File: src/rtl/restoring_divider_pkg.sv
// Shared definitions for the sequential restoring divider: controller states
// and the default operand width.
package restoring_divider_pkg;

    localparam int DIV_WIDTH = 4;

    typedef enum logic [1:0] {
        IDLE,
        CALC,
        ZERO
    } div_state_e;

endpackage

File: src/rtl/restoring_divider_if.sv
// Request/result bundle of the restoring divider. The master issues operands
// and start; the slave (the divider) returns busy, done and the results.
interface restoring_divider_if
    import restoring_divider_pkg::*;
#(
    parameter int WIDTH = DIV_WIDTH
);

    logic             start;
    logic [WIDTH-1:0] dividend;
    logic [WIDTH-1:0] divisor;
    logic             busy;
    logic             done;
    logic [WIDTH-1:0] quotient;
    logic [WIDTH-1:0] remainder;
    logic             div_by_zero;

    modport master (
        output start, dividend, divisor,
        input  busy, done, quotient, remainder, div_by_zero
    );

    modport slave (
        input  start, dividend, divisor,
        output busy, done, quotient, remainder, div_by_zero
    );

endinterface

File: src/rtl/restoring_divider_sub_step.sv
// Combinational (WIDTH+1)-bit subtractor built as a ripple borrow chain.
// Produces the trial difference and the final borrow of one divider step.
module sub_step #(
    parameter int WIDTH = 4
) (
    input  logic [WIDTH:0] minuend_i,
    input  logic [WIDTH:0] subtrahend_i,
    output logic [WIDTH:0] diff_o,
    output logic           borrow_o
);

    logic [WIDTH+1:0] borrowChain;

    assign borrowChain[0] = 1'b0;

    // One full-subtractor cell per bit; the borrow ripples towards the MSB.
    for (genvar i = 0; i <= WIDTH; i++) begin : g_cell
        assign diff_o[i] = minuend_i[i] ^ subtrahend_i[i] ^ borrowChain[i];
        assign borrowChain[i+1] = (~minuend_i[i] & subtrahend_i[i]) |
                                  (~(minuend_i[i] ^ subtrahend_i[i]) & borrowChain[i]);
    end

    assign borrow_o = borrowChain[WIDTH+1];

endmodule

File: src/rtl/seven_seg.sv
// Hex digit to seven-segment encoder, segments ordered {g,f,e,d,c,b,a},
// active-high.
module seven_seg (
    input  logic [3:0] digit_i,
    output logic [6:0] seg_o
);

    always_comb begin
        seg_o = 7'h00;
        case (digit_i)
            4'h0: seg_o = 7'h3F;
            4'h1: seg_o = 7'h06;
            4'h2: seg_o = 7'h5B;
            4'h3: seg_o = 7'h4F;
            4'h4: seg_o = 7'h66;
            4'h5: seg_o = 7'h6D;
            4'h6: seg_o = 7'h7D;
            4'h7: seg_o = 7'h07;
            4'h8: seg_o = 7'h7F;
            4'h9: seg_o = 7'h6F;
            4'hA: seg_o = 7'h77;
            4'hB: seg_o = 7'h7C;
            4'hC: seg_o = 7'h39;
            4'hD: seg_o = 7'h5E;
            4'hE: seg_o = 7'h79;
            4'hF: seg_o = 7'h71;
            default: seg_o = 7'h00;
        endcase
    end

endmodule

File: src/rtl/restoring_divider.sv
// Sequential unsigned restoring divider, one quotient bit per clock.
// Define RESTORING_DIVIDER_SEG_EN to add the seg port showing quotient[3:0].
module restoring_divider
    import restoring_divider_pkg::*;
#(
    parameter int WIDTH = DIV_WIDTH
) (
    input  logic                clk,
    input  logic                rst,
    restoring_divider_if.slave  bus
`ifdef RESTORING_DIVIDER_SEG_EN
    ,
    output logic [6:0]          seg
`endif
);

    localparam int CW = (WIDTH > 1) ? $clog2(WIDTH) : 1;
    localparam logic [CW-1:0] LAST_ITER = CW'(WIDTH - 1);

    div_state_e       state_q, state_d;
    logic [WIDTH-1:0] partRem_q, partRem_d;
    logic [WIDTH-1:0] shiftQ_q, shiftQ_d;
    logic [WIDTH-1:0] divisor_q, divisor_d;
    logic [CW-1:0]    iterCnt_q, iterCnt_d;
    logic [WIDTH-1:0] quotient_q, quotient_d;
    logic [WIDTH-1:0] remainder_q, remainder_d;
    logic             divByZero_q, divByZero_d;
    logic             done_q, done_d;

    logic [WIDTH:0]   trialIn;
    logic [WIDTH:0]   trialDiff;
    logic             trialBorrow;
    logic             diffTopUnused;

    // The partial remainder is always below the divisor, so WIDTH bits hold it;
    // the extra bit only matters inside the trial subtraction.
    assign trialIn = {partRem_q, shiftQ_q[WIDTH-1]};
    assign diffTopUnused = trialDiff[WIDTH];

    sub_step #(.WIDTH(WIDTH)) u_subStep (
        .minuend_i    (trialIn),
        .subtrahend_i ({1'b0, divisor_q}),
        .diff_o       (trialDiff),
        .borrow_o     (trialBorrow)
    );

    always_ff @(posedge clk) begin
        if (rst) begin
            state_q     <= IDLE;
            partRem_q   <= '0;
            shiftQ_q    <= '0;
            divisor_q   <= '0;
            iterCnt_q   <= '0;
            quotient_q  <= '0;
            remainder_q <= '0;
            divByZero_q <= 1'b0;
            done_q      <= 1'b0;
        end else begin
            state_q     <= state_d;
            partRem_q   <= partRem_d;
            shiftQ_q    <= shiftQ_d;
            divisor_q   <= divisor_d;
            iterCnt_q   <= iterCnt_d;
            quotient_q  <= quotient_d;
            remainder_q <= remainder_d;
            divByZero_q <= divByZero_d;
            done_q      <= done_d;
        end
    end

    always_comb begin
        state_d     = state_q;
        partRem_d   = partRem_q;
        shiftQ_d    = shiftQ_q;
        divisor_d   = divisor_q;
        iterCnt_d   = iterCnt_q;
        quotient_d  = quotient_q;
        remainder_d = remainder_q;
        divByZero_d = divByZero_q;
        done_d      = 1'b0;

        case (state_q)
            IDLE: begin
                if (bus.start) begin
                    // The dividend is captured on both paths; ZERO reports it back.
                    shiftQ_d = bus.dividend;
                    if (bus.divisor != '0) begin
                        divisor_d = bus.divisor;
                        partRem_d = '0;
                        iterCnt_d = '0;
                        state_d   = CALC;
                    end else begin
                        state_d   = ZERO;
                    end
                end
            end

            CALC: begin
                if (!trialBorrow) begin
                    partRem_d = trialDiff[WIDTH-1:0];
                    shiftQ_d  = {shiftQ_q[WIDTH-2:0], 1'b1};
                end else begin
                    partRem_d = trialIn[WIDTH-1:0];
                    shiftQ_d  = {shiftQ_q[WIDTH-2:0], 1'b0};
                end
                iterCnt_d = iterCnt_q + 1'b1;
                if (iterCnt_q == LAST_ITER) begin
                    quotient_d  = shiftQ_d;
                    remainder_d = partRem_d;
                    divByZero_d = 1'b0;
                    done_d      = 1'b1;
                    state_d     = IDLE;
                end
            end

            ZERO: begin
                quotient_d  = '1;
                remainder_d = shiftQ_q;
                divByZero_d = 1'b1;
                done_d      = 1'b1;
                state_d     = IDLE;
            end

            default: state_d = IDLE;
        endcase
    end

    assign bus.busy        = (state_q != IDLE);
    assign bus.done        = done_q;
    assign bus.quotient    = quotient_q;
    assign bus.remainder   = remainder_q;
    assign bus.div_by_zero = divByZero_q;

`ifdef RESTORING_DIVIDER_SEG_EN
    logic [3:0] segNibble;

    assign segNibble = 4'(quotient_q);

    seven_seg u_sevenSeg (
        .digit_i (segNibble),
        .seg_o   (seg)
    );
`endif

endmodule

File: src/flat_wrapper.sv
// flat-port wrapper written by rule: the top's interface ports become plain ports
module restoring_divider_flat import restoring_divider_pkg::*;
#(
    parameter int WIDTH = DIV_WIDTH
)
  (clk, rst, bus_start, bus_dividend, bus_divisor, bus_busy, bus_done, bus_quotient, bus_remainder, bus_div_by_zero);
  restoring_divider_if #(.WIDTH(WIDTH)) bus_i ();
  input  logic clk;
  input  logic rst;
  input wire logic [$bits(bus_i.start)-1:0] bus_start;
  input wire logic [$bits(bus_i.dividend)-1:0] bus_dividend;
  input wire logic [$bits(bus_i.divisor)-1:0] bus_divisor;
  output wire logic [$bits(bus_i.busy)-1:0] bus_busy;
  output wire logic [$bits(bus_i.done)-1:0] bus_done;
  output wire logic [$bits(bus_i.quotient)-1:0] bus_quotient;
  output wire logic [$bits(bus_i.remainder)-1:0] bus_remainder;
  output wire logic [$bits(bus_i.div_by_zero)-1:0] bus_div_by_zero;
  assign bus_i.start = bus_start;
  assign bus_i.dividend = bus_dividend;
  assign bus_i.divisor = bus_divisor;
  assign bus_busy = bus_i.busy;
  assign bus_done = bus_i.done;
  assign bus_quotient = bus_i.quotient;
  assign bus_remainder = bus_i.remainder;
  assign bus_div_by_zero = bus_i.div_by_zero;
  restoring_divider #(.WIDTH(WIDTH)) u_core (.clk(clk), .rst(rst), .bus(bus_i));
endmodule
File: config.mk
export PLATFORM = sky130hd
export DESIGN_NAME = restoring_divider_flat
export DESIGN_NICKNAME = d
export VERILOG_FILES = /design/src/rtl/restoring_divider_pkg.sv /design/src/rtl/restoring_divider_if.sv /design/src/rtl/restoring_divider_sub_step.sv /design/src/rtl/seven_seg.sv /design/src/rtl/restoring_divider.sv /design/src/flat_wrapper.sv
export SDC_FILE = /design/constraint.sdc
export NUM_CORES = 1
export LEC_CHECK = 0
export BUFFER_PORTS_ARGS = -buffer_cell sky130_fd_sc_hd__buf_2
export CAP_MARGIN = 20
export CORE_MARGIN = 2
export CORE_UTILIZATION = 48
export DETAILED_ROUTE_END_ITERATION = 12
export PLACE_DENSITY = 0.74
export SLEW_MARGIN = 40
export SYNTH_ARGS = -nofsm -noshare
export SYNTH_HDL_FRONTEND = slang
export SYNTH_SLANG_ARGS = --single-unit
File: constraint.sdc
create_clock -name clk -period 3.2 [get_ports clk]
set_clock_uncertainty 0.15 [all_clocks]
set_input_delay 0.64 -clock clk [delete_from_list [all_inputs] [get_ports clk]]
set_output_delay 0.64 -clock clk [all_outputs]
set_load 0.1 [all_outputs]
* Word level (Yosys, flattened, before mapping)
Index checks and enable logic that the tools add are counted.
Cells by class: $add $sub $neg 1, eq/ne operators 6, multiplexer cells 22, bitwise logic cells 26, reduce and logical (&&, ||, !) cells 10
Operators by type and width (number):
- $pmux 4 s2 | 4
- $mux 4 | 6
- $mux 2 | 5
- $and 1x1->1 | 8
- $not 1->1 | 8
- $pmux 2 s2 | 2
- $xor 1x1->1 | 7
- $reduce_and 2->1 | 3
- $reduce_and 3->1 | 2
- $reduce_bool 2->1 | 3
- $eq 2x2->1 const B | 2
- $ne 2x1->1 const B | 2
- $pmux 1 s2 | 2
- $reduce_bool 4->1 | 1
- $mux 1 | 3
- $or 1x1->1 | 3
- $add 2x1->2 const B | 1
- $eq 2x1->1 const B | 1
- $logic_not 2->1 | 1
- $ne 2x2->1 const B | 1
Storage, ports and cells: bits in registers 26, output and inout port bits 11, logic and storage cells 74

* Logic depth before layout (Yosys ltp)
word-level depth 12, depth in mapped cells 9, depth with buffers taken out 8

* Hierarchy
From an unflattened synthesis, not the netlist that was laid out.
Second synthesis, totals: cell total of the unflattened synthesis 153, area, all modules 1345.0 um^2
By module, submodules not included:
- restoring_divider | times used 1, cells an instance 136, area each 1207.4 um^2, sequential area each 520.5 um^2
- sub_step | times used 1, cells an instance 17, area each 137.6 um^2, sequential area each 0.0 um^2

* Worst setup path after synthesis
No wires, ideal clock.
path kind register to register, start point register u_core.shiftQ_q[3], end point register u_core.remainder_q[0], in the netlist u_core.bus.remainder[0], data arrival time 2.374 ns, required time 2.959 ns, slack 0.585 ns, cell stages (with the launch flop) 9, buffers on the path 0, period minus slack after synthesis 2.615 ns, cell sequence dfxtp_1 inv_1 ha_1 fa_1 fa_1 fa_1 nor3b_1 a211o_1 a311oi_1
Between the ends: cells in the longest elaborated chain, start to end 12
RTL lines:
- start: declaration | line restoring_divider.sv:22 | logic [WIDTH-1:0] shiftQ_q, shiftQ_d;
- start signal: assignment | line restoring_divider.sv:61 | shiftQ_q <= shiftQ_d;
- $not 1->1 | line restoring_divider_sub_step.sv:19 | assign borrowChain[i+1] = (~minuend_i[i] & subtrahend_i[i]) |
- $and 1x1->1 | line restoring_divider_sub_step.sv:19
- $and 1x1->1 | line restoring_divider_sub_step.sv:20 | (~(minuend_i[i] ^ subtrahend_i[i]) & borrowChain[i]);
- $or 1x1->1 | line restoring_divider_sub_step.sv:19
- $and 1x1->1 | line restoring_divider_sub_step.sv:20
- $or 1x1->1 | line restoring_divider_sub_step.sv:19
- $and 1x1->1 | line restoring_divider_sub_step.sv:20
- $or 1x1->1 | line restoring_divider_sub_step.sv:19
- $and 1x1->1 | line restoring_divider_sub_step.sv:20
- $mux 4 (*) | line restoring_divider.sv:99 | if (!trialBorrow) begin
- $mux 4 (*) | line restoring_divider.sv:107 | if (iterCnt_q == LAST_ITER) begin
- $pmux 4 s2 (*) | line restoring_divider.sv:82 | case (state_q)
- end signal: assignment | line restoring_divider.sv:65 | remainder_q <= remainder_d;
- end: declaration | line restoring_divider.sv:26 | logic [WIDTH-1:0] remainder_q, remainder_d;
Every way passes the cells marked *; elsewhere a longest branch is shown, timed or not. The select of a mux whose other input is x is not followed. A chain may end at the register's enable or synchronous reset.

* Worst setup path after layout
start point register u_core.shiftQ_q[3], end point register u_core.remainder_q[2], in the netlist u_core.bus.remainder[2]
Between the ends: cells in the longest elaborated chain, start to end 12
RTL lines (line):
- $not 1->1 (*) | restoring_divider_sub_step.sv:19
- $and 1x1->1 (*) | restoring_divider_sub_step.sv:19
- $and 1x1->1 (*) | restoring_divider_sub_step.sv:20
- $or 1x1->1 (*) | restoring_divider_sub_step.sv:19
- $and 1x1->1 | restoring_divider_sub_step.sv:20
- $or 1x1->1 | restoring_divider_sub_step.sv:19
- $and 1x1->1 | restoring_divider_sub_step.sv:20
- $or 1x1->1 | restoring_divider_sub_step.sv:19
- $and 1x1->1 | restoring_divider_sub_step.sv:20
- $mux 4 (*) | restoring_divider.sv:99
- $mux 4 (*) | restoring_divider.sv:107
- $pmux 4 s2 (*) | restoring_divider.sv:82
Marked as above.

==> results.md <==
* TritonCTS Buffers at 3
* # fillers at around 220
* Worst EP required at approximately 3300 ps
* Placed instance area at 1430 sq um
* CP Capture Type: flip-flop
* Nets at 180
* Register area at between 500 and 600 sq um
* Post-synth top area share at 39.5%
* Global-route wire length before repair at ~4.9 mm
* Post-CTS setup buffers at 0
* Die area at around 3200 sq um
* Layout Utilization at 56.9%
* Clock latency on the worst-skew pair at 310 ps
* Met2 wire len at ~1.4 mm
* Num rows at 18
* Initial antenna violation count at 0
* Cell Area, Synth at ~1300 sq um
* Synthesized flop and latch total at 26
* Syn_nets at 163
* Syn Area/Cell at 9.15 sq um
* Top sig layer: met4
* IO buf count at 21
* Hold_buf cts at 0
* Share of layout cells above drive strength 1 at between 10% and 20%
* EDFF count, synth at 0
* Setup_tns at 0 ps
* Syn-to-layout area delta at 9.88%
* Routed wire length at between 2 and 3 mm
* Most used DFF post-synth: dfxtp_1
* Initial DRC count at 23
* Vias in the first global route at around 1,100
* Max Freq at between 300 and 400 MHz
* Height of the die at 56.4 um
* Final hold slack at 351 ps
* Total power at between 600 and 700 uW
* Cell taking the most area after synthesis: dfxtp_1
* DP HPWL at around 2 mm
* Critical Path Source Type: flip-flop
* Met3 WL post-DR at 133 um
* RSZ-0062 raised after global routing: false
* Worst Path Arrival at a little under 3000 ps
* Clk root buf: clkbuf_4
* Worst Tran Pin Value at approximately 620 ps
* Setup CP Type: flip-flop to flip-flop
* Largest net degree at the start of global routing at 32
* Overall Global Routing Usage at a little under a fifth
* Via Count at ~1,200
* Area occupied by multi-input gates at about 730 sq um
* Slew HR at between 50% and 60%
* WL/cell at ~15 um
* Ys Warns at 0
* CP Max Fanout at 6
* Crit share post-route at 88.9%
* CTS H-tree lvls at 1
* Clock buffer depth at 2
* Place WS at 386 ps
* P per Cell Area at between 400 and 500 nW/um^2
* Final Hold Viols at 0
* Antenna cells at 0
* Boundary Pins at 22
* Cells after DPL at 186
* DR DRC count at 0
* DRT met1 WL at 1.23 mm
* Vias/cell at 6.13
* Pins Over Slew Limit at 0
* Fin area at 1450 sq um
* Worst setup margin at 354 ps
* Outcome: completed
* Clk sinks at 26
* Pleak at between 0.5 and 0.6 nW
* Post-synthesis cell count at 144
* Min cycle time layout at 2850 ps
* Initial Utilization at around half
* Synth cell count leaders: 26 x dfxtp_1, 12 x nor2_1, 9 x a21oi_1, 8 x a211o_1, 8 x inv_1
* Ranking of synthesized cells by area: dfxtp_1 40%, a211o_1 5.3%, ha_1 4.7%
* Max-cap viol count at 0
* Core footprint at 2540 sq um
* Async SR Flop Fraction at 0%
* Worst VDD drop at between 0.4 and 0.5 mV
* Post-cts sizing count at 0
* Gpl congestion at 0.812
* Count leader, synth: dfxtp_1
* Die width at between 50 and 60 um
* Non-filler cells, final at about 190
* Final Setup Violations at 0
* DRT antenna net count at 0
* Hold Crit Class: flip-flop to flip-flop
* GRT overflow at 0
* Synth cell types at 30
* Post-synthesis sequential area ratio at 39.5%
* Drt first pass iters at 4
* Worst-path clk slew at 130 ps
* TritonCTS clock tree: yes
cells in the final DEF (no fill, tap or decap), types with 6 or more instances in the layout:
| master | Yosys | final |
|---|---|---|
| dfxtp_1 | 26 | 26 |
| buf_2 | 1 | 21 |
| nor2_1 | 12 | 12 |
| a21oi_1 | 9 | 9 |
| inv_1 | 8 | 8 |
| a211o_1 | 8 | 8 |
| o21ai_0 | 7 | 7 |
| nor3b_1 | 6 | 6 |
| nand2_1 | 6 | 6 |
flip-flops by register name, summed over array words and instances (netlist names):
register                cells
u_core.divisor_q            4
u_core.bus.quotient         4
u_core.bus.remainder        4
u_core.state_q              2
u_core.bus.done             1
u_core.iterCnt_q            2
u_core.partRem_q            4
u_core.shiftQ_q             4
u_core.bus.div_by_zero      1
report_power, final:
group	total (mW)	switching, mW	internal, mW
sequential	0.355	0.0144	0.340
clock	0.135	0.0913	0.0441
combinational	0.181	0.109	0.0719
total	0.671	0.215	0.456
layout make-up:
| cell class | count | share of cell area [%] |
|---|---|---|
| clock buffers | 3 | 1.56 |
| inverters | 8 | 2.07 |
| multi-input cells | 101 | 50.6 |
| flip-flops and latches | 26 | 36.0 |
| well taps | 30 | 2.59 |
| repair buffers | 21 | 7.26 |
per-layer routing:
layer	global-route usage, %	vias up
li1	-	565
met3	5.53	2
met5	0	-
met1	23.3	560
met2	31.9	31
met4	3.74	0
worst paths after layout:
kind                      startpoint                 endpoint  slack (ps)  depth (start not counted)
max               u_core.shiftQ_q[3]  u_core.bus.remainder[2]         350                          8
min          u_core.bus.remainder[3]  u_core.bus.remainder[3]         350                          2
max reg2reg       u_core.shiftQ_q[3]  u_core.bus.remainder[2]         350                          8
min reg2reg  u_core.bus.remainder[3]  u_core.bus.remainder[3]         350                          2
worst max-delay path, cell delays in order (launching register included):
cell and delay, ps:
dfxtp_1 390, inv_1 60, ha_1 190, fa_1 390, fa_1 410, fa_1 460, nor3b_1 190, a211o_1 290
a311oi_1 240
cells by family after synthesis:
family	share of synthesized area, %
muxes	3.99
and+or+nand+nor	19.3
DFF	39.5
AOI/OAI and AO/OA	23.0
adders and majority gates	9.31
buffers and inverters	4.94
Note: power is estimated with default switching activity, not from simulation.
